File: config.mk
export PLATFORM = sky130hd
export DESIGN_NAME = slow_unpacker
export DESIGN_NICKNAME = d
export VERILOG_FILES = /design/src/rtl/slow_unpacker.sv
export SDC_FILE = /design/constraint.sdc
export NUM_CORES = 1
export LEC_CHECK = 0
export BUFFER_PORTS_ARGS = -buffer_cell sky130_fd_sc_hd__buf_2
export CAP_MARGIN = 0
export CELL_PAD_IN_SITES_DETAIL_PLACEMENT = 0
export CELL_PAD_IN_SITES_GLOBAL_PLACEMENT = 1
export CORE_ASPECT_RATIO = 1.2
export CORE_UTILIZATION = 43
export CTS_BUF_LIST = sky130_fd_sc_hd__clkbuf_16
export DETAILED_ROUTE_END_ITERATION = 8
export GPL_TIMING_DRIVEN = 0
export PLACE_DENSITY = 0.8
export SYNTH_ARGS = -nofsm -noshare
export SYNTH_HDL_FRONTEND = slang
export SYNTH_SLANG_ARGS = --single-unit
File: constraint.sdc
create_clock -name clk -period 2.52 [get_ports clk]
set_input_delay 0.126 -clock clk [delete_from_list [all_inputs] [get_ports clk]]
set_output_delay 0.126 -clock clk [all_outputs]
set_load 0.01 [all_outputs]
File: src/rtl/slow_unpacker.sv
// slow_unpacker: fetches one frame of 12-bit orbit words from the shared word
// RAM, one read per word, strips the {0, data[7:0], flags[1:0], 0} framing and
// presents each byte/flag pair on a valid/ready output.
module slow_unpacker #(
  parameter int ADDR_W    = 11,
  parameter int BASE_OFS  = 0,
  parameter int FRAME_LEN = 16,
  parameter int RD_LAT    = 1
) (
  input  logic              clk,
  input  logic              rst,
  input  logic              start,
  input  logic              SW,
  input  logic [11:0]       rdData,
  input  logic              iReady,
  output logic              RE,
  output logic [ADDR_W-1:0] rdAddr,
  output logic [7:0]        oData,
  output logic [1:0]        oFlags,
  output logic              oValid,
  output logic              busy,
  output logic              frameDone,
  output logic [7:0]        errCount
);

  localparam int OFS_W = ADDR_W - 1;
  localparam int CNT_W = 10;  // FRAME_LEN-1 never exceeds 1023

  typedef enum logic [1:0] {IDLE, READ, WAITQ, HOLD} state_t;

  state_t              r_state, w_state;
  logic [1:0]          r_sw_sync;
  logic                r_bank, w_bank;
  logic [OFS_W-1:0]    r_offset, w_offset;
  logic [CNT_W-1:0]    r_count, w_count;
  logic [1:0]          r_lat, w_lat;
  logic                r_re, w_re;
  logic [ADDR_W-1:0]   r_addr, w_addr;
  logic [7:0]          r_data, w_data;
  logic [1:0]          r_flags, w_flags;
  logic                r_valid, w_valid;
  logic                r_busy, w_busy;
  logic                r_done, w_done;
  logic [7:0]          r_err, w_err;
  logic                w_bad_word;

  assign w_bad_word = rdData[11] | rdData[0];

  // Two-flop synchroniser for the asynchronous bank select.
  // NOTE: sequential state uses non-blocking assignments so every flop samples
  // the pre-edge value of its neighbours, exactly as the hardware does.
  always_ff @(posedge clk or posedge rst) begin
    if (rst) r_sw_sync <= 2'b00;
    else     r_sw_sync <= {r_sw_sync[0], SW};
  end

  // Next-state and next-output logic for the frame fetch FSM.
  always_comb begin
    // NOTE: every signal gets a default first so no path leaves it unassigned
    // and no latch is inferred; pulses (RE, frameDone) default low.
    w_state  = r_state;
    w_bank   = r_bank;
    w_offset = r_offset;
    w_count  = r_count;
    w_lat    = r_lat;
    w_re     = 1'b0;
    w_addr   = r_addr;
    w_data   = r_data;
    w_flags  = r_flags;
    w_valid  = r_valid;
    w_busy   = r_busy;
    w_done   = 1'b0;
    w_err    = r_err;
    case (r_state)
      IDLE: begin
        if (start) begin
          w_bank   = r_sw_sync[1];
          w_offset = OFS_W'(BASE_OFS);
          w_count  = '0;
          w_busy   = 1'b1;
          w_re     = 1'b1;
          w_addr   = {r_sw_sync[1], OFS_W'(BASE_OFS)};
          w_lat    = '0;
          w_state  = WAITQ;
        end
      end
      READ: begin
        w_re    = 1'b1;
        w_addr  = {r_bank, r_offset};
        w_lat   = '0;
        w_state = WAITQ;
      end
      WAITQ: begin
        // rdData is valid RD_LAT edges after the RE edge; capture on the next.
        if (r_lat == 2'(RD_LAT)) begin
          w_data  = rdData[10:3];
          w_flags = rdData[2:1];
          w_valid = 1'b1;
          if (w_bad_word && (r_err != 8'hFF)) w_err = r_err + 8'd1;
          w_state = HOLD;
        end else begin
          w_lat = r_lat + 2'd1;
        end
      end
      HOLD: begin
        if (r_valid && iReady) begin
          w_valid = 1'b0;
          if (r_count == CNT_W'(FRAME_LEN - 1)) begin
            w_done  = 1'b1;
            w_busy  = 1'b0;
            w_state = IDLE;
          end else begin
            w_count  = r_count + CNT_W'(1);
            // Offset wraps within the bank; the bank bit is never carried into.
            w_offset = r_offset + OFS_W'(1);
            w_state  = READ;
          end
        end
      end
      default: w_state = IDLE;
    endcase
  end

  // State and registered-output update; reset returns everything to idle.
  always_ff @(posedge clk or posedge rst) begin
    if (rst) begin
      r_state  <= IDLE;
      r_bank   <= 1'b0;
      r_offset <= OFS_W'(BASE_OFS);
      r_count  <= '0;
      r_lat    <= '0;
      r_re     <= 1'b0;
      r_addr   <= '0;
      r_data   <= '0;
      r_flags  <= '0;
      r_valid  <= 1'b0;
      r_busy   <= 1'b0;
      r_done   <= 1'b0;
      r_err    <= '0;
    end else begin
      r_state  <= w_state;
      r_bank   <= w_bank;
      r_offset <= w_offset;
      r_count  <= w_count;
      r_lat    <= w_lat;
      r_re     <= w_re;
      r_addr   <= w_addr;
      r_data   <= w_data;
      r_flags  <= w_flags;
      r_valid  <= w_valid;
      r_busy   <= w_busy;
      r_done   <= w_done;
      r_err    <= w_err;
    end
  end

  assign RE        = r_re;
  assign rdAddr    = r_addr;
  assign oData     = r_data;
  assign oFlags    = r_flags;
  assign oValid    = r_valid;
  assign busy      = r_busy;
  assign frameDone = r_done;
  assign errCount  = r_err;

endmodule

Word level (Yosys, flattened, before mapping)
Cells that the tools add are included.
Storage, ports and cells
  bits in registers: 60
  input port bits: 17
  output and inout port bits: 33
  word-level logic and storage cells: 76
Cells by class
  add/sub/neg operators: 4
  equal/unequal tests: 12
  multiplexer cells: 29
  bitwise operators: 1
  reduce and logical (&&, ||, !) cells: 16
Operators with widths (number)
  two-way mux 10 bit: 5
  case mux 10 bit (2 select lines): 2
  case mux 11 bit (2 select lines): 1
  adder 10 x 1 -> 10 bit (second input constant): 2
  inequality test 2 bit (second input constant): 6
  AND reduction 3 bit: 4
  two-way mux 11 bit: 1
  == test 10 x 4 -> 1 bit (second input constant): 1
  two-way mux 1 bit: 10
  two-way mux 2 bit: 5
  adder 8 x 1 -> 8 bit (second input constant): 1
  inequality test 8 bit (second input constant): 1
  case mux 2 bit (4 select lines): 1
  AND reduction 4 bit: 2
  case mux 1 bit (2 select lines): 3
  case mux 2 bit (3 select lines): 1
  AND reduction 2 bit: 3
  nonzero test 2 bit: 3
  == test 2 x 1 -> 1 bit (second input constant): 2
  == test 2 bit (second input constant): 2
  nonzero test 3 bit: 1
  adder 2 x 1 -> 2 bit (second input constant): 1
  logical AND 1 bit: 2
  zero test 2 bit: 1
  bitwise OR 1 bit: 1

Logic depth before layout (Yosys ltp)
  depth in word-level cells: 4
  depth in mapped cells: 7
  gate-level depth less buffers: 6

Worst setup path before layout
Ideal clock, no wire load.
  path type: register to register
  start: register r_count[0]
  end: register r_count[9]
  library setup time: 0.086 ns
  arrival: 1.697 ns
  data required time: 2.434 ns
  path slack: 0.738 ns
  cell stages (with the launch flop): 7
  buffers on the path: 1
  period minus slack after synthesis: 1.782 ns
  path through: dfrtp_1 -> ha_1 -> and3_1 -> buf_2 -> a31o_2 -> or4_4 -> o221ai_2
On the way
  longest elaborated chain between the ends: 4
  elaborated cells on any way between the ends: 7
  those cells by class: add/sub (1); eq/ne (2); mux (3); reduce/logical (1)
Ends and longest elaborated chain
  start, declared: RTL line 35  | logic [CNT_W-1:0] r_count, w_count;
  start signal, assigned: RTL line 144  | r_count <= w_count;
  adder 10 x 1 -> 10 bit: RTL line 113  | w_count = r_count + CNT_W'(1);
  two-way mux 10 bit: RTL line 108  | if (r_count == CNT_W'(FRAME_LEN - 1)) begin
  two-way mux 10 bit: RTL line 106  | if (r_valid && iReady) begin
  case mux 10 bit (2 select lines): RTL line 74  | case (r_state)
Parallel ways exist; a longest one is shown, timed or not. The select of a mux whose other input is x is not followed.
A chain may end at the register's enable or synchronous reset.

Worst setup path in the final report
  start: register r_count[0]
  end: register r_count[2]
The elaborated chain is that of the path after synthesis.

==> impl_results.md <==
* Mux cell area share after synthesis at 0.0572
* Root Buffer Master: clkbuf_16
* CTS sink cnt at 60
* CP max FO at 8
* Max Root-Sink Buffers at 2
* GR Overflow Total at 0
* Pin count of the biggest net entering global routing at 36
* Pwr dens at 1160 nW/um^2
* Gpl congestion at 0.756
* Synth Net Count at 261
* FF-to-FF path depth at 6
* Post-synthesis compound-gate area fraction at 0.161
* Initial antenna violation count at 0
* Footprint of the multi-input gates at 1120 um^2
* Max Fclk at 517 MHz
* Slew Viols, Final at 0
* Seq/Total Area, Yosys at 0.553
* Peak VDD IR at 0.718 mV
* Port bufs at 49
* Drt via density at 5.31
* Worst slew pin tran at 548 ps
* FF-to-FF End: r_count[2]
* PostCTS Resize Cnt at 0
* Final min period at 1940 ps
* Vias in the first global route at 1920
* # diodes at 0
* Area added between synthesis and finish at 26.5%
* Routed WL at 5510 um
* Fin area at 3430 um^2
* Clock buffer count from CTS at 9
* Via Count at 2072
* CP Capture Type: flip-flop
* Drt pass-1 iters at 4
* Post-synthesis adder-cell area fraction at 0.0184
* Worst EP required at 2720 ps
* Fin. Hold Viols at 0
* Synth Area in Simple Gates at 0.153
* Ys Warns at 0
* WHS Endpoint: oData[5]
* DRC at 0
* Hold Crit Start: rdData[8]
* Worst skew pair latency at 320 ps
* DR iter-0 viols at 100
* RR Startpoint: r_count[0]
* FF/Latch Area at 1500 um^2
* Initial core utilization at 0.449
* Layout cells sized above 1 at 0.289
* Seq cells post-synth at 60
* Row count at 31
* Final HPWL DP at 3730 um
* Max-slew headroom at 0.634
* Fin nets at 324
* Fillers at 558
* Final cycle utilization of the critical path at 0.768
* Largest family of logic cells by synthesized area: compound AO/OA/AOI/OAI gates
* Ys flop type: dfrtp_1
* CTS H-tree lvls at 3
* R2R setup slack at 580 ps
* RSZ-0062 raised after global routing: false
* Die Y-Extent at 89.0 um
* Die width at 74.5 um
* Syn avg cell area at 11.3 um^2
* Die Area at 6630 um^2
* Status: complete, no violations
* Hold path cells at 2
* Leak pwr at 1.66 nW
* Max Cap Viol at 0
* Fin Setup TNS at 0 ps
* Final Util at 0.567
* Hold Crit Class: in2reg
* Cells after Synth at 240
* # setup viols final at 0
* I/O Pins at 50
* Core area at 6050 um^2
* CTS tree: yes
* Setup CP Type: reg2reg
* Crit start category: flip-flop
* Total GRT Usage at 0.185
* Synth unique cells at 47
* Clk pin slew, worst setup/hold paths at 50 ps
* Worst Path Arrival at 2140 ps
* Post-synth EDFFs at 0
* Asr flop ratio synth at 1.00
* Placement Cell Area at 3080 um^2
* Synth Area in XOR/XNOR at 0.0226
* First-pass GRT wire length at 9060 um
* Post-Syn Area at 2710 um^2
* DRT antenna net count at 0
* Routed wire length per instance at 14.1 um
* Skew final at 5.99 ps
critical path, stage by stage, from the launching register on:
cell and delay (ps):
dfrtp_1 420, ha_1 240, and3_1 160, buf_2 160, a31oi_2 250, nor2_1 210, a221o_1 380
cells in the mapped netlist, types with 2 or more instances:
| cell | number | share of area |
|---|---|---|
| a21oi_1 | 5 | 0.0092 |
| nor3_1 | 6 | 0.011 |
| o31a_1 | 2 | 0.0065 |
| nand3_1 | 9 | 0.017 |
| nand2_1 | 16 | 0.022 |
| mux2i_1 | 2 | 0.0074 |
| ha_1 | 4 | 0.018 |
| dfrtp_1 | 60 | 0.55 |
| nand2b_1 | 2 | 0.0046 |
| nor2b_1 | 2 | 0.0046 |
| buf_2 | 3 | 0.0055 |
| a211o_1 | 4 | 0.013 |
| o22ai_1 | 2 | 0.0046 |
| clkbuf_1 | 5 | 0.0069 |
| and2_1 | 4 | 0.0092 |
| mux2_2 | 12 | 0.050 |
| o21ai_0 | 15 | 0.028 |
| a22o_1 | 10 | 0.032 |
| and3_1 | 11 | 0.025 |
| a31oi_1 | 7 | 0.016 |
| nand4_1 | 5 | 0.012 |
| xnor2_1 | 6 | 0.019 |
| nor2_1 | 10 | 0.014 |
| a41oi_1 | 3 | 0.0097 |
| inv_1 | 11 | 0.015 |
| a22oi_1 | 3 | 0.0083 |
through the flow:
step	setup WS, ps	std cells	power [W]	hold WS [ps]
global placement	109	371	0.00259	238
detailed placement	574	372	0.00262	215
floorplan	738	240	0.00223	157
global route	406	390	0.00420	29.5
finish	585	390	0.00397	34.0
CTS	571	390	0.00400	27.7
final cells by class:
cell class	instances	area share
inverters	11	0.0120
clock inverters	7	0.0306
clock buffers	9	0.0656
well taps	82	0.0299
plain buffers	10	0.0153
repair buffers	52	0.0831
multi-input cells	159	0.326
flip-flops and latches	60	0.437
layout by cell type (no fill, tap or decap), types with 2 or more instances in the layout:
cell type / instances
a21oi_1: 5
nand4_1: 5
nand2_1: 16
a22o_1: 10
clkbuf_1: 5
nor2b_1: 2
clkinv_1: 4
clkbuf_16: 9
nand3_1: 9
inv_1: 10
nor3_1: 6
a22oi_1: 3
o31a_1: 2
a41oi_1: 3
nand2b_1: 2
bufinv_16: 3
a211o_1: 4
mux2_2: 12
buf_2: 52
dlygate4sd3_1: 2
mux2i_1: 2
o22ai_1: 2
ha_1: 4
o21ai_0: 15
and3_1: 11
xnor2_1: 6
nor2_1: 10
a31oi_1: 7
and2_1: 4
dfrtp_1: 60
worst max path at each step:
stage                     startpoint          to
after floorplan           r_count[0]  r_count[9]
after global placement           rst  r_count[6]
after detailed placement  r_count[0]  r_count[2]
after CTS                 r_count[0]  r_count[2]
after global routing      r_count[0]  r_count[1]
final                     r_count[0]  r_count[2]
per-layer routing:
layer | wire length, um | track usage
met1 | 2520 | 0.238
met5 | 0 | 0
met4 | 103 | 0.0926
met3 | 243 | 0.0507
met2 | 2640 | 0.287
registers in the layout, summed over array words and instances, names as in the netlist:
signal / count
errCount: 8
r_lat: 2
busy: 1
r_offset: 10
oFlags: 2
RE: 1
frameDone: 1
r_count: 10
oData: 8
rdAddr: 11
r_sw_sync: 2
oValid: 1
r_state: 2
r_bank: 1
power by group:
part / switching [W] / total, W / internal (W)
Sequential: 0.000214 / 0.00145 / 0.00124
Clock: 0.000417 / 0.00137 / 0.000951
Combinational: 0.000632 / 0.00115 / 0.000517
what timing repair did:
action | in CTS | in global routing
hold endpoints to repair | 26 | 0
setup buffers | 0 | 0
hold buffers | 2 | 0
kinds of logic after synthesis:
| kind of cell | Yosys count |
|---|---|
| and+or+nand+nor | 75 |
| buffers and inverters | 21 |
| DFF | 60 |
| xor gates and xnor gates | 7 |
| AOI/OAI and AO/OA | 59 |
| muxes | 14 |
| adders and majority gates | 4 |
No activity file was read; power rests on OpenSTA's default activity.
